**src/rtl/running_max.sv**
```systemverilog
// rtl/running_max.sv - online-softmax running maximum stage between Q.K dot product and exp/MAC
// Optional feature macro: RUNNING_MAX_SAT_CNT_EN (adds 16-bit sat_cnt_out saturation event counter)
module running_max #(
    parameter int S_W     = 9,
    parameter int V_W     = 512,
    parameter int SEQ_LEN = 64,
    parameter int CNT_W   = (SEQ_LEN > 1) ? $clog2(SEQ_LEN) : 1
) (
    input  logic                  clk,
    input  logic                  rst,
    input  logic                  vld_in,
    output logic                  rdy_out,
    input  logic signed [S_W-1:0] s_in,
    input  logic [V_W-1:0]        v_in,
    input  logic                  rdy_in,
    output logic                  vld_out,
    output logic signed [S_W-1:0] s_diff_out,
    output logic signed [S_W-1:0] m_diff_out,
    output logic signed [S_W-1:0] m_out,
    output logic [V_W-1:0]        v_out,
    output logic                  first_out,
    output logic                  last_out
`ifdef RUNNING_MAX_SAT_CNT_EN
    ,
    output logic [15:0]           sat_cnt_out
`endif
);

    // Most negative score: forced max correction on a query's first row so downstream exp() yields 0
    localparam logic signed [S_W-1:0] S_MIN    = {1'b1, {(S_W-1){1'b0}}};
    localparam logic [CNT_W-1:0]      CNT_LAST = CNT_W'(SEQ_LEN - 1);
    localparam logic [CNT_W-1:0]      CNT_ONE  = CNT_W'(1);

    typedef enum logic {
        ST_FIRST = 1'b0,
        ST_MID   = 1'b1
    } state_t;

    state_t                  state_q, state_d;
    logic [CNT_W-1:0]        cnt_q, cnt_d;
    logic                    vld_q, vld_d;
    logic signed [S_W-1:0]   s_diff_q, s_diff_d;
    logic signed [S_W-1:0]   m_diff_q, m_diff_d;
    logic signed [S_W-1:0]   m_q, m_d;
    logic [V_W-1:0]          v_q, v_d;
    logic                    first_q, first_d;
    logic                    last_q, last_d;

    logic                    accept;
    logic signed [S_W-1:0]   m_max;
    logic [S_W:0]            s_ext, m_ext, mx_ext;
    logic [S_W:0]            s_raw, m_raw;

    // Differences are never positive and never below -(2^S_W - 1), so overflow is always
    // negative and shows up as the two top bits of the widened result disagreeing.
    function automatic logic signed [S_W-1:0] sat_diff(input logic [S_W:0] d);
        if (d[S_W] != d[S_W-1]) begin
            return S_MIN;
        end
        return d[S_W-1:0];
    endfunction

    assign rdy_out    = !vld_q || rdy_in;
    assign vld_out    = vld_q;
    assign s_diff_out = s_diff_q;
    assign m_diff_out = m_diff_q;
    assign m_out      = m_q;
    assign v_out      = v_q;
    assign first_out  = first_q;
    assign last_out   = last_q;

    // Datapath: widened subtractions against the updated running max
    always_comb begin
        accept = vld_in && rdy_out;
        m_max  = (s_in >= m_q) ? s_in : m_q;
        s_ext  = {s_in[S_W-1], s_in};
        m_ext  = {m_q[S_W-1], m_q};
        mx_ext = {m_max[S_W-1], m_max};
        s_raw  = s_ext - mx_ext;
        m_raw  = m_ext - mx_ext;
    end

    // Next-state: FIRST/MID row sequencing plus output register load/hold/clear
    always_comb begin
        state_d  = state_q;
        cnt_d    = cnt_q;
        vld_d    = vld_q;
        s_diff_d = s_diff_q;
        m_diff_d = m_diff_q;
        m_d      = m_q;
        v_d      = v_q;
        first_d  = first_q;
        last_d   = last_q;

        if (accept) begin
            vld_d = 1'b1;
        end else if (rdy_in) begin
            vld_d = 1'b0;
        end

        if (accept) begin
            v_d = v_in;
            case (state_q)
                ST_FIRST: begin
                    m_d      = s_in;
                    s_diff_d = '0;
                    m_diff_d = S_MIN;
                    first_d  = 1'b1;
                    cnt_d    = CNT_LAST;
                    last_d   = (SEQ_LEN == 1);
                    state_d  = (SEQ_LEN == 1) ? ST_FIRST : ST_MID;
                end
                ST_MID: begin
                    m_d      = m_max;
                    s_diff_d = sat_diff(s_raw);
                    m_diff_d = sat_diff(m_raw);
                    first_d  = 1'b0;
                    cnt_d    = cnt_q - CNT_ONE;
                    last_d   = (cnt_q == CNT_ONE);
                    state_d  = (cnt_q == CNT_ONE) ? ST_FIRST : ST_MID;
                end
                default: begin
                    state_d = ST_FIRST;
                end
            endcase
        end
    end

    // State and output registers; reset discards any partial query
    always_ff @(posedge clk) begin
        if (!rst) begin
            state_q  <= ST_FIRST;
            cnt_q    <= '0;
            vld_q    <= 1'b0;
            s_diff_q <= '0;
            m_diff_q <= '0;
            m_q      <= '0;
            v_q      <= '0;
            first_q  <= 1'b0;
            last_q   <= 1'b0;
        end else begin
            state_q  <= state_d;
            cnt_q    <= cnt_d;
            vld_q    <= vld_d;
            s_diff_q <= s_diff_d;
            m_diff_q <= m_diff_d;
            m_q      <= m_d;
            v_q      <= v_d;
            first_q  <= first_d;
            last_q   <= last_d;
        end
    end

`ifdef RUNNING_MAX_SAT_CNT_EN
    logic [15:0] sat_cnt_q, sat_cnt_d;
    logic        row_sat;

    // Count MID rows whose difference clamped; the forced FIRST-row correction is not a clamp
    always_comb begin
        sat_cnt_d = sat_cnt_q;
        row_sat   = (s_raw[S_W] != s_raw[S_W-1]) || (m_raw[S_W] != m_raw[S_W-1]);
        if (accept && (state_q == ST_MID) && row_sat && (sat_cnt_q != 16'hFFFF)) begin
            sat_cnt_d = sat_cnt_q + 16'd1;
        end
    end

    // Saturation counter register, cleared only by reset
    always_ff @(posedge clk) begin
        if (!rst) begin
            sat_cnt_q <= '0;
        end else begin
            sat_cnt_q <= sat_cnt_d;
        end
    end

    assign sat_cnt_out = sat_cnt_q;
`endif

endmodule

```
**config.mk**
```make
export PLATFORM = sky130hd
export DESIGN_NAME = running_max
export DESIGN_NICKNAME = d
export VERILOG_FILES = /design/src/rtl/running_max.sv
export SDC_FILE = /design/constraint.sdc
export NUM_CORES = 1
export LEC_CHECK = 0
export ABC_AREA = 1
export CORE_AREA = 3 3 418 420
export DETAILED_ROUTE_END_ITERATION = 8
export DIE_AREA = 0 0 421 423
export HOLD_SLACK_MARGIN = 0.03
export MAX_ROUTING_LAYER = met4
export PLACE_DENSITY_LB_ADDON = 0.2
export SETUP_SLACK_MARGIN = 0.02
export SLEW_MARGIN = 30
export SYNTH_ARGS = -nofsm -noshare
export SYNTH_HDL_FRONTEND = slang
export SYNTH_SLANG_ARGS = --single-unit
```
**constraint.sdc**
```tcl
create_clock -name clk -period 4.25 [get_ports clk]
set_input_delay 0.85 -clock clk [delete_from_list [all_inputs] [get_ports clk]]
set_output_delay 0.85 -clock clk [all_outputs]
set_load 0.05 [all_outputs]
```
Word-level counts from Yosys, hierarchy flattened. Cells that the tools add are included.

Flip-flop bits (word level): 549. Bits of input ports: 525.

$add $sub $neg: 3. Magnitude comparators: 1. Equality and inequality tests: 3. Muxes and demuxes: 21. Bitwise gates (word level): 1. Reduce and logical (&&, ||, !) cells: 4.

Operators by type and width (count): 9-bit one-hot mux with 2 select lines (3); 9-bit 2-to-1 mux (5); 9-bit by 9-bit subtractor with 10-bit output (2); 6-bit one-hot mux with 2 select lines (1); 9-bit greater-or-equal comparator (1); 1-bit 2-to-1 mux (9); 6-bit by 1-bit == test with 1-bit output (second input constant) (1); 1-bit one-hot mux with 2 select lines (3); 6-bit by 1-bit subtractor with 6-bit output (second input constant) (1); 1-bit != test (2); 2-bit nonzero test (1); 1-bit logical AND (1); 1-bit logical NOT (1); 1-bit logical OR (1); 1-bit inverter (1).

Longest topological paths before layout.
Word-level depth: 9. Depth in mapped cells: 29.

Worst setup path after synthesis. OpenSTA, ideal clock, no wires.

Path type: register -> register. Start: register m_q[2], in the netlist m_out[2]. End: register s_diff_q[4], in the netlist s_diff_out[4]. Library setup time: 0.070 ns. Data arrival time: 4.199 ns. Data required time: 4.180 ns. Setup slack: -0.019 ns. Stages on the path, launching flop included: 28. Buffers on the path: 2. Cell sequence: dfxtp_1 inv_1 ha_1 nand2_1 inv_1 nand2_1 o21ai_0 nand3_2 nand2_4 buf_8 buf_2 nand2_1 o21ai_0 ha_1 inv_1 ha_1 inv_1 nand2_1 nand2_1 nand2_1 nand4_1 nand2_1 xor2_1 ha_1 nor2_1 a21boi_0 o21ai_0 a21oi_1.

Cells in the longest elaborated chain, start to end: 9.

RTL lines: start, declared (RTL line 44) `logic signed [S_W-1:0] m_q, m_d;`; start signal, assigned (RTL line 147) `m_q <= m_d;`; 9-bit greater-or-equal comparator (RTL line 75) `m_max = (s_in >= m_q) ? s_in : m_q;`; 9-bit 2-to-1 mux * (RTL line 75); 9-bit by 9-bit subtractor with 10-bit output * (RTL line 79) `s_raw = s_ext - mx_ext;`; 1-bit != test (RTL line 57) `if (d[S_W] != d[S_W-1]) begin`; 1-bit 2-to-1 mux (RTL line 57); 1-bit 2-to-1 mux (RTL line 103) `case (state_q)`; 1-bit 2-to-1 mux (RTL line 101) `if (accept) begin`; 9-bit 2-to-1 mux * (RTL line 60) `return d[S_W-1:0];`; 9-bit one-hot mux with 2 select lines * (RTL line 103); end signal, assigned (RTL line 145) `s_diff_q <= s_diff_d;`; end, declared (RTL line 42) `logic signed [S_W-1:0] s_diff_q, s_diff_d;`.

Every way passes the cells marked *; elsewhere a longest branch is shown, timed or not. The select of a mux whose other input is x is not followed. A chain may end at the register's enable or synchronous reset.

Worst setup path in the final report.
Start: input s_in[6]. End: register s_diff_q[4], in the netlist s_diff_out[4].

Cells in the longest elaborated chain, start to end: 9.

RTL lines: start, declared (RTL line 13) `input logic signed [S_W-1:0] s_in,`; 9-bit greater-or-equal comparator (RTL line 75); 9-bit 2-to-1 mux (RTL line 75); 9-bit by 9-bit subtractor with 10-bit output * (RTL line 79); 1-bit != test (RTL line 57); 1-bit 2-to-1 mux (RTL line 57); 1-bit 2-to-1 mux (RTL line 103); 1-bit 2-to-1 mux (RTL line 101); 9-bit 2-to-1 mux * (RTL line 60); 9-bit one-hot mux with 2 select lines * (RTL line 103).

Marked as above.

==> results.py <==
metrics = {
    "yosys": {
        "synth_seq_area_share": 0.548,
        "synth_nets": 3188,
        "syn_inst": 2636,
        "syn-mean-instance-area_um2": 7.61,
        "synth_cell_type_count": 37,
        "syn-cell-area_um2": 20100,
        "ys_seq_elements": 549,
        "yosys_warnings": 0,
    },
    "floorplan": {
        "die_w_um": 421,
        "die_h_um": 423,
        "start_util": 0.117,
        "die-area_um2": 178000,
        "row_count": 152,
        "core_um2": 171000,
        "io-pin-count": 1068,
    },
    "setup_path": {
        "crit_slowest_cell": "clkdlybuf4s50_1",
        "required_ns": 4.83,
        "arrival_ns": 4.52,
        "slowest_delay_ns": 0.43,
        "critPathKind": "primary input to flip-flop",
        "crit_buf_inv": 4,
        "cp-start-kind": "primary input",
        "crit_top_cell": "nand2_1",
        "path_max_fanout": 10,
        "crit_path_end_kind": "flip-flop",
        "cp_top_family": "simple AND/OR/NAND/NOR gates",
    },
    "power": {
        "powerDensity_nw_per_um2": 462,
        "leakagePower_uw": 0.0141,
        "vdd_drop_max_v": 0.000249,
    },
    "drt": {
        "drtAntennaViolNets": 0,
        "dr.first_iter.drc_count": 1056,
        "first_pass_iters": 5,
        "vias": 21300,
        "via_per_inst": 3.49,
        "wl_per_cell_um": 19.5,
        "drc": 0,
        "wirelength_um": 119000,
    },
    "sta": {
        "setup_viol": 0,
        "max_slew_margin": 0.442,
        "slew_violations": 0,
        "fin_crit_sh": 0.926,
        "hold_slack_ns": 0.463,
        "max_freq_ghz": 0.254,
        "min_period_ns": 3.94,
        "worst_slew_pin_slew_ns": 0.835,
        "finalClockSkew_ns": 0.0188,
        "hold_violations": 0,
        "rsz0062_at_grt": "false",
    },
    "global_route": {
        "grt_start_max_net_pins": 185,
        "grt_pass1_vias": 21100,
        "grt_pass1_wl_um": 164000,
        "grt_usage": 0.132,
        "antenna_found_initial": 42,
        "grt_remaining_overflow": 0,
    },
    "place": {
        "place_area_um2": 33900,
        "dp_hpwl_um": 90400,
        "port_buffers": 1067,
        "place.gp.congestion": 0.833,
    },
    "clocking": {
        "ctsHoldBuffers": 0,
        "cts_buffers": 76,
        "clockRootBuffer": "clkbuf_16",
        "ctsResizeCount": 0,
        "insertion_delay_ns": 0.68,
        "cts_sinks": 549,
        "cts_tree": "built",
        "cts_setup_buffers": 0,
        "clk_pin_slew_ns": 0.05,
        "h-tree-depth": 3,
        "clock_path_buffers": 3,
    },
    "finish": {
        "nFillCells": 19100,
        "syn_to_final_growth_pct": 82.1,
        "drive_gt1_frac": 0.0674,
        "stdcell_area_um2": 36500,
        "layout.nets": 4264,
    },
    "status": {
        "status": "finished, final reports clean",
    },
    "run": {
        "maxCapViolCount": 0,
    },
    "worst_hold_path": {
        "hp-class": "flip-flop to flip-flop",
    },
}
-- layout by cell type, fill, tap and decap left out, types with 27 or more instances in the layout --
cell type	count
a21oi_1	31
buf_4	100
clkbuf_16	77
clkdlybuf4s50_1	1066
dfxtp_1	548
ha_1	27
inv_1	67
nand2_1	105
nand3_1	28
nor2_1	1043
o21ai_0	523
-- state kept, by name, indices dropped and copies added (netlist names) --
register,cells
v_out,512
m_diff_out,9
m_out,9
s_diff_out,9
cnt_q,6
first_out,1
last_out,1
state_q,1
vld_out,1
-- report_power, final --
part	leakage, uW	internal, uW	switching, uW
registers	0.00456	5570	245
logic	0.00834	1680	2810
clock network	0.00123	3940	2620
-- cells by family (layout without fill, tap and decap cells) --
| logic type | count (synthesis) | count (layout) | share of synthesized area |
|---|---|---|---|
| AND/OR/NAND/NOR | 1216 | 1216 | 0.235 |
| AO/OA/AOI/OAI | 591 | 591 | 0.151 |
| flip-flops | 549 | 549 | 0.548 |
| buffers and inverters | 250 | 1382 | 0.0474 |
| adder cells (fa/ha/maj) | 27 | 27 | 0.0168 |
| XOR/XNOR | 3 | 3 | 0.00131 |
| other | 0 | 20 | 0 |
-- routing by layer --
| metal | global-route usage | part of all wire |
|---|---|---|
| met1 | 0.149 | 0.41 |
| met2 | 0.219 | 0.50 |
| met3 | 0.0395 | 0.063 |
| met4 | 0.0496 | 0.032 |
| met5 | - | 0 |
-- final timing paths --
path                 start  slack [ns]       endpoint  depth (start not counted)
max                s_in[6]        0.31  s_diff_out[4]                         26
min          m_diff_out[4]        0.46  m_diff_out[4]                          2
max reg2reg       m_out[5]        0.47  s_diff_out[4]                         25
min reg2reg  m_diff_out[4]        0.46  m_diff_out[4]                          2
-- cells in the mapped netlist --
| master | n | share of area |
|---|---|---|
| a211oi_1 | 2 | 0.00075 |
| a21boi_0 | 4 | 0.0015 |
| a21boi_1 | 2 | 0.00075 |
| a21oi_1 | 31 | 0.0077 |
| a221oi_1 | 1 | 0.00044 |
| a22oi_1 | 1 | 0.00037 |
| a22oi_2 | 1 | 0.00062 |
| a31oi_1 | 8 | 0.0025 |
| buf_1 | 20 | 0.0037 |
| buf_2 | 1 | 0.00025 |
| buf_8 | 1 | 0.00075 |
| clkbuf_1 | 159 | 0.030 |
| dfxtp_1 | 549 | 0.55 |
| ha_1 | 27 | 0.017 |
| inv_1 | 68 | 0.013 |
| inv_2 | 1 | 0.00019 |
| nand2_1 | 106 | 0.020 |
| nand2_2 | 8 | 0.0025 |
| nand2_4 | 1 | 0.00056 |
| nand3_1 | 28 | 0.0070 |
| nand3_2 | 3 | 0.0015 |
| nand3_4 | 1 | 0.00087 |
| nand3b_1 | 2 | 0.00075 |
| nand4_1 | 11 | 0.0034 |
| nor2_1 | 1045 | 0.20 |
| nor2_2 | 2 | 0.00062 |
| nor3_1 | 6 | 0.0015 |
| nor3_2 | 1 | 0.00050 |
| o211ai_1 | 3 | 0.0011 |
| o21a_1 | 5 | 0.0019 |
| o21ai_0 | 526 | 0.13 |
| o21ai_1 | 3 | 0.00075 |
| o21ai_2 | 1 | 0.00044 |
| o21bai_1 | 2 | 0.00075 |
| o22ai_1 | 1 | 0.00031 |
| or2_2 | 2 | 0.00062 |
| xor2_1 | 3 | 0.0013 |
-- worst reg2reg max path, stage by stage (launching register included) --
cell	delay, ns
dfxtp_1	0.41
inv_1	0.13
ha_1	0.34
nand2_1	0.06
nor2_1	0.16
nand3_1	0.10
nand3_1	0.12
nand2_2	0.09
nand2_4	0.13
nand2_1	0.07
o21ai_1	0.16
ha_1	0.26
inv_1	0.06
ha_1	0.17
inv_1	0.07
nand2_1	0.07
nand2_1	0.06
nand2_1	0.07
nand4_1	0.09
nand2_1	0.07
xor2_1	0.15
ha_1	0.28
nor2_2	0.17
a21boi_0	0.18
o21ai_0	0.11
a21oi_1	0.13
-- metrics by stage --
step	utilization	instances	power (uW)	worst slack, ns	setup TNS [ns]
6_report	0.213	6098	16900	0.315	0
4_1_cts	0.213	6077	17300	0.214	0
3_3_place_gp	0.198	5943	10500	-0.539	-7.65
2_1_floorplan	-	2636	8340	0.0410	0
3_5_place_dp	0.198	5943	10400	-0.555	-7.97
5_1_grt	0.213	6096	17700	0.0598	0
-- layout make-up --
class | count | area [um2] | share of cell area
Timing Repair Buffer | 1179 | 11700 | 0.320
Sequential cell | 549 | 11000 | 0.301
Multi-Input combinational cell | 1837 | 8130 | 0.223
Tap cell | 2310 | 2890 | 0.0791
Clock buffer | 114 | 2240 | 0.0612
Clock inverter | 20 | 278 | 0.00760
Inverter | 69 | 267 | 0.00730
Antenna cell | 20 | 50.0 | 0.00137
(Power assumes the default switching activity.)
==> variant (same flow settings) <==
`S_W`: 9 -> 13.
--- a/src/rtl/running_max.sv
+++ b/src/rtl/running_max.sv
@@ -1,7 +1,7 @@
 // rtl/running_max.sv - online-softmax running maximum stage between Q.K dot product and exp/MAC
 // Optional feature macro: RUNNING_MAX_SAT_CNT_EN (adds 16-bit sat_cnt_out saturation event counter)
 module running_max #(
-    parameter int S_W     = 9,
+    parameter int S_W     = 13,
     parameter int V_W     = 512,
     parameter int SEQ_LEN = 64,
     parameter int CNT_W   = (SEQ_LEN > 1) ? $clog2(SEQ_LEN) : 1
Ports: changed (resized m_diff_out, m_out, s_diff_out and s_in); port bits go from 1068 to 1084. No check against the original RTL was run, so the function may have changed too.
==> variant against the unedited design <==
Via count is 9.1% higher; register-to-register slack worse by 150 ps; total power is 6.0% higher; synthesized area is 6.4% higher; synthesized cell count is 9.2% higher; critical path depth stayed put; critical endpoint is now s_diff_out[3]; final area is 6.0% higher; fmax is 2.9% lower; setup slack worse by 120 ps; sequential cell count is 12 higher; sequential power is 2% higher; wire length is 9.0% higher; highest routed layer unchanged.
==> variant: results <==
export IMPL_outcome="finished clean"
export IMPL_grt_max_degree=158
export IMPL_peakVddDrop_v=0.000294
export IMPL_gr_usage_met3=0.0372
export IMPL_powerDensity_nw_per_um2=462
export IMPL_synth_fp_nets=3435
export IMPL_holdWs_ps=465
export IMPL_synth_seq_cells=561
export IMPL_preCtsSetupSlack_ps=-769
export IMPL_nClkBuffers=111
export IMPL_ys_seq_area_frac=0.526
export IMPL_nNetsFinal=4591
export IMPL_syn_area_per_cell_um2=7.41
export IMPL_rrSetupSlack_ps=320
export IMPL_io_buffer_count=1083
export IMPL_clkCellAreaFrac=0.0685
export IMPL_grt_usage=0.143
export IMPL_syn_area_um2=21300
export IMPL_yosys_top_cells_count="nor2_1 (1074), dfxtp_1 (561), o21ai_0 (531)"
export IMPL_finClkSkew_ps=37.0
export IMPL_synthAdderAreaFrac=0.0158
export IMPL_layout_drive_gt1_share=0.0940
export IMPL_multi_input_area_um2=9240
export IMPL_r2r_cells=26
export IMPL_dp_hpwl_um=101000
export IMPL_vias_per_cell=3.62
export IMPL_met3_length_um=7900
export IMPL_multiInputCombCellCount=2036
export IMPL_critPathArrivalTime_ps=4640
variant: cell types whose count changed in the layout (fill, tap and decap cells not counted), sizes merged, moves of 6 or more:
cell,before,now
nand2,115,197
buf,113,183
nand3,32,81
nor2,1047,1080
inv,72,95
clkdlybuf4s50,1066,1078
dfxtp,549,561
a21oi,31,42
diode,20,9
clkinv,9,19
o21ai,530,538
a31oi,8,14
nor3,7,13
variant: worst register-to-register path: stages (launching register included):
cell	delay [ps]
dfxtp_1	300
inv_1	230
ha_4	260
nand2_1	60
nand2_1	70
nand2_1	80
nand3_2	90
nor2_4	170
nand3_4	110
nand2_2	90
nor2_4	60
or2_2	280
o21a_1	130
inv_2	110
ha_4	220
inv_1	110
o21bai_1	100
a21oi_2	160
nand3_2	100
nand2_2	80
a22oi_2	50
ha_1	310
nor2_2	130
buf_4	150
a21boi_0	150
o21ai_0	100
a21oi_1	150
variant: report_power, final:
group | switching, uW | internal [uW]
Combinational | 3190 | 1910
Sequential | 246 | 5690
Clock | 2690 | 4140
